`src/rtl/proc_pkg.sv`:
```
// Shared processor constants: opcode field values used by the fetch unit and the CU,
// plus the 3-bit state encoding of the fetch sequencer.
package proc_pkg;

  localparam logic [2:0] OP_MV   = 3'b000;
  localparam logic [2:0] OP_MVI  = 3'b001;
  localparam logic [2:0] OP_ADD  = 3'b010;
  localparam logic [2:0] OP_SUB  = 3'b011;
  localparam logic [2:0] OP_HALT = 3'b111;

  typedef enum logic [2:0] {
    S_IDLE  = 3'd0,
    S_FETCH = 3'd1,
    S_LOAD  = 3'd2,
    S_IMM   = 3'd3,
    S_IMLD  = 3'd4,
    S_ISSUE = 3'd5,
    S_WAIT  = 3'd6
  } fetch_state_t;

  // Words consumed by an instruction: mvi carries its immediate in the next ROM slot.
  function automatic logic [1:0] instr_len(input logic [2:0] op);
    return (op == OP_MVI) ? 2'd2 : 2'd1;
  endfunction

endpackage

```
`src/rtl/done_watchdog.sv`:
```
// Counts cycles spent waiting for Done; expired is combinational and fires on the enabled cycle
// whose increment would bring the count to TIMEOUT-1. clr has priority over en.
module done_watchdog #(
  parameter int TIMEOUT = 16
) (
  input  logic clk,
  input  logic Reset,
  input  logic clr,
  input  logic en,
  output logic expired
);

  localparam int CW = $clog2(TIMEOUT);

  logic [CW-1:0] cnt;

  always_ff @(posedge clk or posedge Reset) begin
    if (Reset) begin
      cnt <= '0;
    end else if (clr) begin
      cnt <= '0;
    end else if (en) begin
      cnt <= cnt + CW'(1);
    end
  end

  assign expired = en && (cnt == CW'(TIMEOUT - 2));

endmodule

```
`src/rtl/instr_fetch_unit.sv`:
```
// Fetch/issue sequencer feeding the 9-bit control unit from a synchronous-read ROM.
// First Run 3 cycles after Start (5 for mvi); stalls in WAIT on Done, bounded by the watchdog.
module instr_fetch_unit #(
  parameter int ADDR_W  = 5,
  parameter int DATA_W  = 9,
  parameter int TIMEOUT = 16
) (
  input  logic              clk,
  input  logic              Reset,
  input  logic              Start,
  output logic              mem_re,
  output logic [ADDR_W-1:0] mem_addr,
  input  logic [DATA_W-1:0] mem_rdata,
  output logic [DATA_W-1:0] IR,
  output logic [DATA_W-1:0] DIN,
  output logic              Run,
  input  logic              Done,
  output logic [ADDR_W-1:0] PC,
  output logic              Busy,
  output logic              Halted,
  output logic              Err
);

  import proc_pkg::*;

  fetch_state_t      state, state_nx;
  logic [ADDR_W-1:0] pc_nx;
  logic [DATA_W-1:0] ir_nx, din_nx;
  logic              halted_nx, err_nx;
  logic              wd_clr, wd_en, wd_expired;
  logic [2:0]        ld_op, ir_op;

  assign ld_op = mem_rdata[DATA_W-1 -: 3];
  assign ir_op = IR[DATA_W-1 -: 3];

  done_watchdog #(.TIMEOUT(TIMEOUT)) u_watchdog (
    .clk     (clk),
    .Reset   (Reset),
    .clr     (wd_clr),
    .en      (wd_en),
    .expired (wd_expired)
  );

  always_ff @(posedge clk or posedge Reset) begin
    if (Reset) begin
      state  <= S_IDLE;
      PC     <= '0;
      IR     <= '0;
      DIN    <= '0;
      Halted <= 1'b0;
      Err    <= 1'b0;
    end else begin
      state  <= state_nx;
      PC     <= pc_nx;
      IR     <= ir_nx;
      DIN    <= din_nx;
      Halted <= halted_nx;
      Err    <= err_nx;
    end
  end

  always_comb begin
    state_nx  = state;
    pc_nx     = PC;
    ir_nx     = IR;
    din_nx    = DIN;
    halted_nx = Halted;
    err_nx    = Err;
    mem_re    = 1'b0;
    mem_addr  = PC;
    Run       = 1'b0;
    wd_clr    = 1'b0;
    wd_en     = 1'b0;

    case (state)
      S_IDLE: begin
        if (Start) begin
          pc_nx     = '0;
          halted_nx = 1'b0;
          err_nx    = 1'b0;
          state_nx  = S_FETCH;
        end
      end
      S_FETCH: begin
        mem_re   = 1'b1;
        state_nx = S_LOAD;
      end
      S_LOAD: begin
        ir_nx = mem_rdata;
        case (ld_op)
          OP_MVI:                state_nx = S_IMM;
          OP_MV, OP_ADD, OP_SUB: state_nx = S_ISSUE;
          OP_HALT: begin
            halted_nx = 1'b1;
            state_nx  = S_IDLE;
          end
          default: begin
            pc_nx    = PC + ADDR_W'(1);
            state_nx = S_FETCH;
          end
        endcase
      end
      S_IMM: begin
        // Immediate sits in the next slot; address arithmetic wraps naturally at 2**ADDR_W.
        mem_re   = 1'b1;
        mem_addr = PC + ADDR_W'(1);
        state_nx = S_IMLD;
      end
      S_IMLD: begin
        din_nx   = mem_rdata;
        state_nx = S_ISSUE;
      end
      S_ISSUE: begin
        Run      = 1'b1;
        wd_clr   = 1'b1;
        state_nx = S_WAIT;
      end
      S_WAIT: begin
        // Done takes precedence over a watchdog expiry in the same cycle.
        if (Done) begin
          pc_nx    = PC + ADDR_W'(instr_len(ir_op));
          state_nx = S_FETCH;
        end else begin
          wd_en = 1'b1;
          if (wd_expired) begin
            err_nx   = 1'b1;
            state_nx = S_IDLE;
          end
        end
      end
      default: state_nx = S_IDLE;
    endcase
  end

  assign Busy = (state != S_IDLE);

endmodule
```
`config.mk`:
```
export PLATFORM = sky130hd
export DESIGN_NAME = instr_fetch_unit
export DESIGN_NICKNAME = d
export VERILOG_FILES = /design/src/rtl/proc_pkg.sv /design/src/rtl/done_watchdog.sv /design/src/rtl/instr_fetch_unit.sv
export SDC_FILE = /design/constraint.sdc
export NUM_CORES = 1
export LEC_CHECK = 0
export ABC_AREA = 1
export ABC_CLOCK_PERIOD_IN_PS = 1900
export BUFFER_PORTS_ARGS = -buffer_cell sky130_fd_sc_hd__clkbuf_2
export CORE_UTILIZATION = 25
export DETAILED_ROUTE_END_ITERATION = 8
export HOLD_SLACK_MARGIN = 0.12
export PLACE_DENSITY_LB_ADDON = 0.08
export SLEW_MARGIN = 40
export SYNTH_ARGS = -nofsm -noshare
export SYNTH_HDL_FRONTEND = slang
export SYNTH_SLANG_ARGS = --single-unit
```
`constraint.sdc`:
```
create_clock -name clk -period 1.9 [get_ports clk]
set_input_delay 0.285 -clock clk [delete_from_list [all_inputs] [get_ports clk]]
set_output_delay 0.285 -clock clk [all_outputs]
set_load 0.02 [all_outputs]
```
==> results of run 1 <==
==> state kept, by name, summed over array words and instances, names as in the netlist <==
name / count
PC: 5
state: 3
Err: 1
Halted: 1
DIN: 9
IR: 9
u_watchdog.cnt: 4
==> metal layers <==
layer | wire length (um) | vias to the layer above
li1 | - | 815
met1 | 2040 | 737
met2 | 1970 | 39
met3 | 272 | 4
met4 | 50 | 0
met5 | 0 | -
==> placed cells by master, fill, tap and decap left out, drive strengths merged, types with 2 or more instances in the layout <==
cell type / count
nand2: 65
clkbuf: 51
o21ai: 32
dfrtp: 32
inv: 25
nand3: 21
nor2: 11
buf: 7
nand4: 6
a21oi: 5
ha: 5
xnor2: 2
==> power by group <==
group / leakage (nW) / internal, mW / switching [mW]
Sequential: 0.403 / 0.952 / 0.233
Clock: 0.0552 / 0.389 / 0.266
Combinational: 0.753 / 0.555 / 1.08
Total: 1.21 / 1.90 / 1.58
==> cell families (layout without fill, tap and decap cells) <==
family                     Yosys count  count (layout)
and+or+nand+nor                    105             105
adders and majority gates            6               6
muxes                                1               1
buffers and inverters               31              86
xor gates and xnor gates             3               3
AOI/OAI and AO/OA                   39              39
DFF                                 32              32
==> cell type report <==
class,count,area (um2),area share [%]
inverters,25,93.8,4.24
flip-flops and latches,32,807,36.5
clock inverters,2,35.0,1.58
well taps,77,96.3,4.36
repair buffers,53,288,13.0
multi-input cells,154,820,37.0
clock buffers,6,72.6,3.28
==> stage by stage <==
stage / setup WS, ns / hold WS [ns] / total power, mW / cells / util [%]
final: 0.0579 / 0.241 / 3.48 / 349 / 34.1
after global routing: 0.00478 / 0.249 / 3.81 / 349 / 34.1
after CTS: 0.00303 / 0.233 / 3.48 / 347 / 33.5
after detailed placement: 0.0606 / 0.384 / 2.80 / 338 / 31.7
after global placement: 0.105 / 0.392 / 2.80 / 338 / 31.7
after floorplan: 0.0254 / 0.401 / 2.26 / 217 / -
==> worst max-delay path, stage by stage (launching register included) <==
cell and delay (ns):
dfrtp_2 0.44, ha_1 0.24, xor2_1 0.16, mux2_4 0.27, clkbuf_2 0.15
==> path summary, 6_finish.rpt <==
path,startpoint,end,slack [ns],cells after the start
min reg2reg,Halted,Halted,0.47,2
min in group asynchronous,Reset,u_watchdog.cnt[1],0.61,4
min,mem_rdata[0],DIN[0],0.24,3
max reg2reg,IR[6],PC[2],0.17,12
max in group asynchronous,Reset,PC[1],0.97,4
max,PC[0],mem_addr[2],0.06,4
==> what timing repair did <==
item,in CTS,in global routing
pin swaps,0,1
resized for setup,2,7
hold buffers,1,0
buffers inserted,0,2
endpoints found under the setup margin,1,5
hold endpoints to repair,32,0
==> reports/metrics.cfg, run 1 <==
[status]
outcome = completed

[floorplanning]
initial_utilization_pct = 26.6
rows = 29
core_region_area_um2 = 6490
die_area_um2 = 7240
die_height_um = 85.1
num_io_pins = 46
die_w_um = 85.1

[synth]
syn_inst = 217
synth_nets = 236
synth-edff-count = 0
synth_adder_area_share_pct = 4.79
synth_xor_area_share_pct = 1.52
synth_cell_type_count = 26
synth-async-reset-ratio_pct = 100
ys_seq_elements = 32
seq_area_frac_synth_pct = 46.4
muxShareOfSynthArea_pct = 0.870
synth_area_leaders = dfrtp_1 46%, nand2_1 13%, o21ai_0 9.3%
ys_top_cells_by_count = 61 x nand2_1, 32 x dfrtp_1, 32 x o21ai_0
ys_warn_count = 0
synth_top_area_share_pct = 46.4
synth_most_common_cell = nand2_1
synth_area_um2 = 1730
synth_compound_area_share_pct = 11.6
yosys.area_share.simple_pct = 27.6
syn_area_per_cell_um2 = 7.95
synth_top_family_by_area = simple AND/OR/NAND/NOR gates
ys.flop_type = dfrtp_1
synth_top_cell_by_area = dfrtp_1

[global_route]
met2_usage_pct = 20.9
grt_use_met3_pct = 4.18
grt_util_met1_pct = 17.5
antenna_found_initial = 0
grt_use_total_pct = 13.4
grt-ovfl-total = 0
busiest_layer = met2
grt_pass1_vias = 1530
grt_pass1_wl_um = 7450
grt_max_degree = 33

[timing]
rsz0062_at_grt = no
slew_headroom_pct = 72.5
clock-skew-final_ns = 0.00197
period_minus_slack_ns = 1.84
tns_ns = 0
tightest_slew_ns = 0.411
final-setup-viol-count = 0
max_freq_mhz = 543
hold_viol_final = 0
finalCritPeriodShare_pct = 97.0
drv_slew = 0

[pwr]
leakagePower_nw = 1.21
ir_drop_uv = 442
p_per_area_nw_per_um2 = 1570

[cts]
cts-buffers-inserted = 5
h-tree-depth = 2
ctsLongestPathBuffers = 2
cts_sinks = 32
root_buffer = clkbuf_8
cts_tree = done
cts.clk_slew.worst_paths_ns = 0.07
insertion_delay_ns = 0.29

[finish]
fillers = 700
antennaDiodeCount = 0
areaGrowthSynthToFinish_pct = 28.2
final_area_um2 = 2210
drive_above_1_share_pct = 28.7
final_nets = 290

[min_path]
hold_path.class = in -> reg

[worst_setup_path]
critPathKind = reg -> out
start_kind = register
cp_max_fo = 5
crit_required_ns = 1.62
arrival_ns = 1.56
critPathCaptureType = primary output

[placed_design]
io_buffers = 45
gp_congestion = 0.733
place_area_um2 = 2060
dp_hpwl_um = 3170

[route]
first_pass_iters = 4
totalWireLength_um = 4340
vias = 1595
wire_per_inst_um = 12.4
vias_per_cell = 4.57
ant_nets = 0
drtIter0Drc = 39
drc = 0

[run]
cap_viol_max_count = 0

Note: power is estimated with default switching activity, not from simulation.
==> run 2, diff against run 1 <==
--- a/config.mk
+++ b/config.mk
@@ -8,7 +8,8 @@
 export ABC_AREA = 1
 export ABC_CLOCK_PERIOD_IN_PS = 1900
 export BUFFER_PORTS_ARGS = -buffer_cell sky130_fd_sc_hd__clkbuf_2
-export CORE_UTILIZATION = 25
+export CORE_ASPECT_RATIO = 1.75
+export CORE_UTILIZATION = 46
 export DETAILED_ROUTE_END_ITERATION = 8
 export HOLD_SLACK_MARGIN = 0.12
 export PLACE_DENSITY_LB_ADDON = 0.08
==> run 2 against run 1 <==
Net effect: via count grew 2.1%; critical endpoint unchanged; core utilization grew 27 points; sequential share of layout area grew 0.29 points; register-to-register slack lost 0.08 ns; sequential power is essentially flat; combinational power grew 2%; routed wire length shrank 7.5%; critical path depth is the same; clock power shrank 22%; largest cell class unchanged; non-clock buffer count grew 2.
==> reports/metrics.cfg, run 2 (synthesized netlist as in run 1, its figures left out) <==
[floorplanning]
num_io_pins = 46  ; unchanged
rows = 29  ; unchanged
die_area_um2 = 4010  ; -45%
die_height_um = 83.0  ; -2.4%
initial_utilization_pct = 48.0  ; +21 points
core_region_area_um2 = 3590  ; -45%
die_w_um = 48.3  ; -43%

[route]
totalWireLength_um = 4010  ; -7.5%
wire_per_inst_um = 12.5  ; +0.91%
drc = 0  ; unchanged
drtIter0Drc = 37  ; -5.1%
first_pass_iters = 4  ; unchanged
vias_per_cell = 5.09  ; +11%
vias = 1629  ; +2.1%
ant_nets = 0  ; unchanged

[worst_setup_path]
start_kind = register
cp_max_fo = 9  ; +4
crit_required_ns = 1.62  ; about the same
reg2reg_slack_ns = 0.09  ; -0.08 ns
critPathKind = reg -> out
arrival_ns = 1.54  ; -0.02 ns
critPathCaptureType = primary output

[timing]
layout_setup_ws_ns = 0.0798  ; +0.0219 ns
drv_slew = 0  ; unchanged
hold_ws_ns = 0.248  ; +0.00712 ns
final-setup-viol-count = 0  ; unchanged
period_minus_slack_ns = 1.82  ; -0.0219 ns
clock-skew-final_ns = 0.00915  ; +0.00718 ns
hold_viol_final = 0  ; unchanged
finalCritPeriodShare_pct = 95.8  ; -1.2 points
slew_headroom_pct = 68.2  ; -4.3 points
max_freq_mhz = 549  ; +1.2%
rsz0062_at_grt = yes
tightest_slew_ns = 0.475  ; +0.0640 ns

[pwr]
p_per_area_nw_per_um2 = 1530  ; -2.5%
leakagePower_nw = 1.20  ; -0.49%
ir_drop_uv = 1030  ; +130%

[placed_design]
dp_hpwl_um = 2900  ; -8.4%
io_buffers = 45  ; unchanged
place_area_um2 = 2000  ; -3.0%
gp_congestion = 0.775  ; +5.7%
place_ws_ns = 0.0866  ; +0.0260 ns

[min_path]
hold_path.class = in -> reg

[cts]
insertion_delay_ns = 0.28  ; about the same
h-tree-depth = 2  ; unchanged
root_buffer = clkbuf_8
cts_tree = done
ctsLongestPathBuffers = 2  ; unchanged
cts_sinks = 32  ; unchanged
cts.clk_slew.worst_paths_ns = 0.07  ; about the same
cts-buffers-inserted = 5  ; unchanged

[global_route]
grt_max_degree = 33  ; unchanged
grt_pass1_vias = 1457  ; -4.8%
grt_pass1_wl_um = 6400  ; -14%
antenna_found_initial = 0  ; unchanged
grt_use_total_pct = 22.7  ; +9.3 points
grt-ovfl-total = 0  ; unchanged

[finish]
reg_top3 = DIN x9, IR x9, PC x5
antennaDiodeCount = 0  ; unchanged
final_cell_mix = 60 x nand2_1, 44 x clkbuf_2, 32 x o21ai_0
final_area_um2 = 2190  ; -0.79%
mostFrequentLayoutCell = nand2_1
fillers = 350  ; -50%
final_nets = 292  ; +0.69%
drive_above_1_share_pct = 31.4  ; +2.7 points
areaGrowthSynthToFinish_pct = 27.2

[status]
outcome = completed

[run]
cap_viol_max_count = 0  ; unchanged

[run 2: cell types whose count changed in the layout (fill, tap and decap cells not counted), sizes merged]
cell / before / now
clkbuf: 51 / 50
clkinvlp: 0 / 1
bufinv: 1 / 0
buf: 7 / 10
[run 2: worst max-delay path: stages (launching register included)]
cell      delay [ns]
dfrtp_2         0.48
nor2_2          0.19
nand2_4         0.12
mux2_4          0.31
clkbuf_2        0.15
[run 2: cell type report]
cell class | instances | area, um2 | share of cell area, %
Multi-Input combinational cell | 154 | 845 | 38.5
Sequential cell | 32 | 807 | 36.8
Inverter | 25 | 93.8 | 4.28
Tap cell | 46 | 57.6 | 2.62
Clock buffer | 6 | 72.6 | 3.31
Timing Repair Buffer | 55 | 303 | 13.8
Clock inverter | 2 | 16.3 | 0.741
[run 2: per-stage QoR]
stage | power [mW] | TNS [ns] | instances | util (%)
6_report | 3.36 | 0 | 320 | 61.1
5_1_grt | 3.64 | -0.127 | 320 | 61.1
4_1_cts | 3.28 | 0 | 313 | 58.4
3_5_place_dp | 2.74 | 0 | 304 | 55.6
3_3_place_gp | 2.72 | 0 | 304 | 55.6
2_1_floorplan | 2.26 | 0 | 217 | -
[run 2: power by group]
| group | leakage, nW | switching (mW) | internal (mW) | total, mW |
|---|---|---|---|---|
| Clock | 0.0414 | 0.252 | 0.260 | 0.512 |
| Combinational | 0.760 | 1.11 | 0.576 | 1.68 |
| Sequential | 0.403 | 0.217 | 0.952 | 1.17 |
[run 2: worst paths after layout]
check | endpoint | cells after the start | start
worst max register to register | PC[2] | 12 | IR[6]
worst min register to register | IR[1] | 2 | IR[1]
min in group asynchronous | u_watchdog.cnt[0] | 4 | Reset
worst min-delay path | DIN[1] | 3 | mem_rdata[1]
worst max-delay path | mem_addr[2] | 4 | state[2]
max in group asynchronous | PC[0] | 4 | Reset
[run 2: timing repair]
item / 4_1_cts / 5_1_grt
gates resized for setup: 3 / 13
endpoints found under the hold margin: 32 / 0
hold buffers: 1 / 0
pin swaps: 0 / 6
setup buffers: 0 / 7
endpoints found under the setup margin: 2 / 7
[run 2: per-layer routing]
metal	GRT usage (%)	part of all wire, %
met1	26.5	40
met2	36.7	55
met3	6.52	3.7
met4	9.09	1.3
met5	0	0
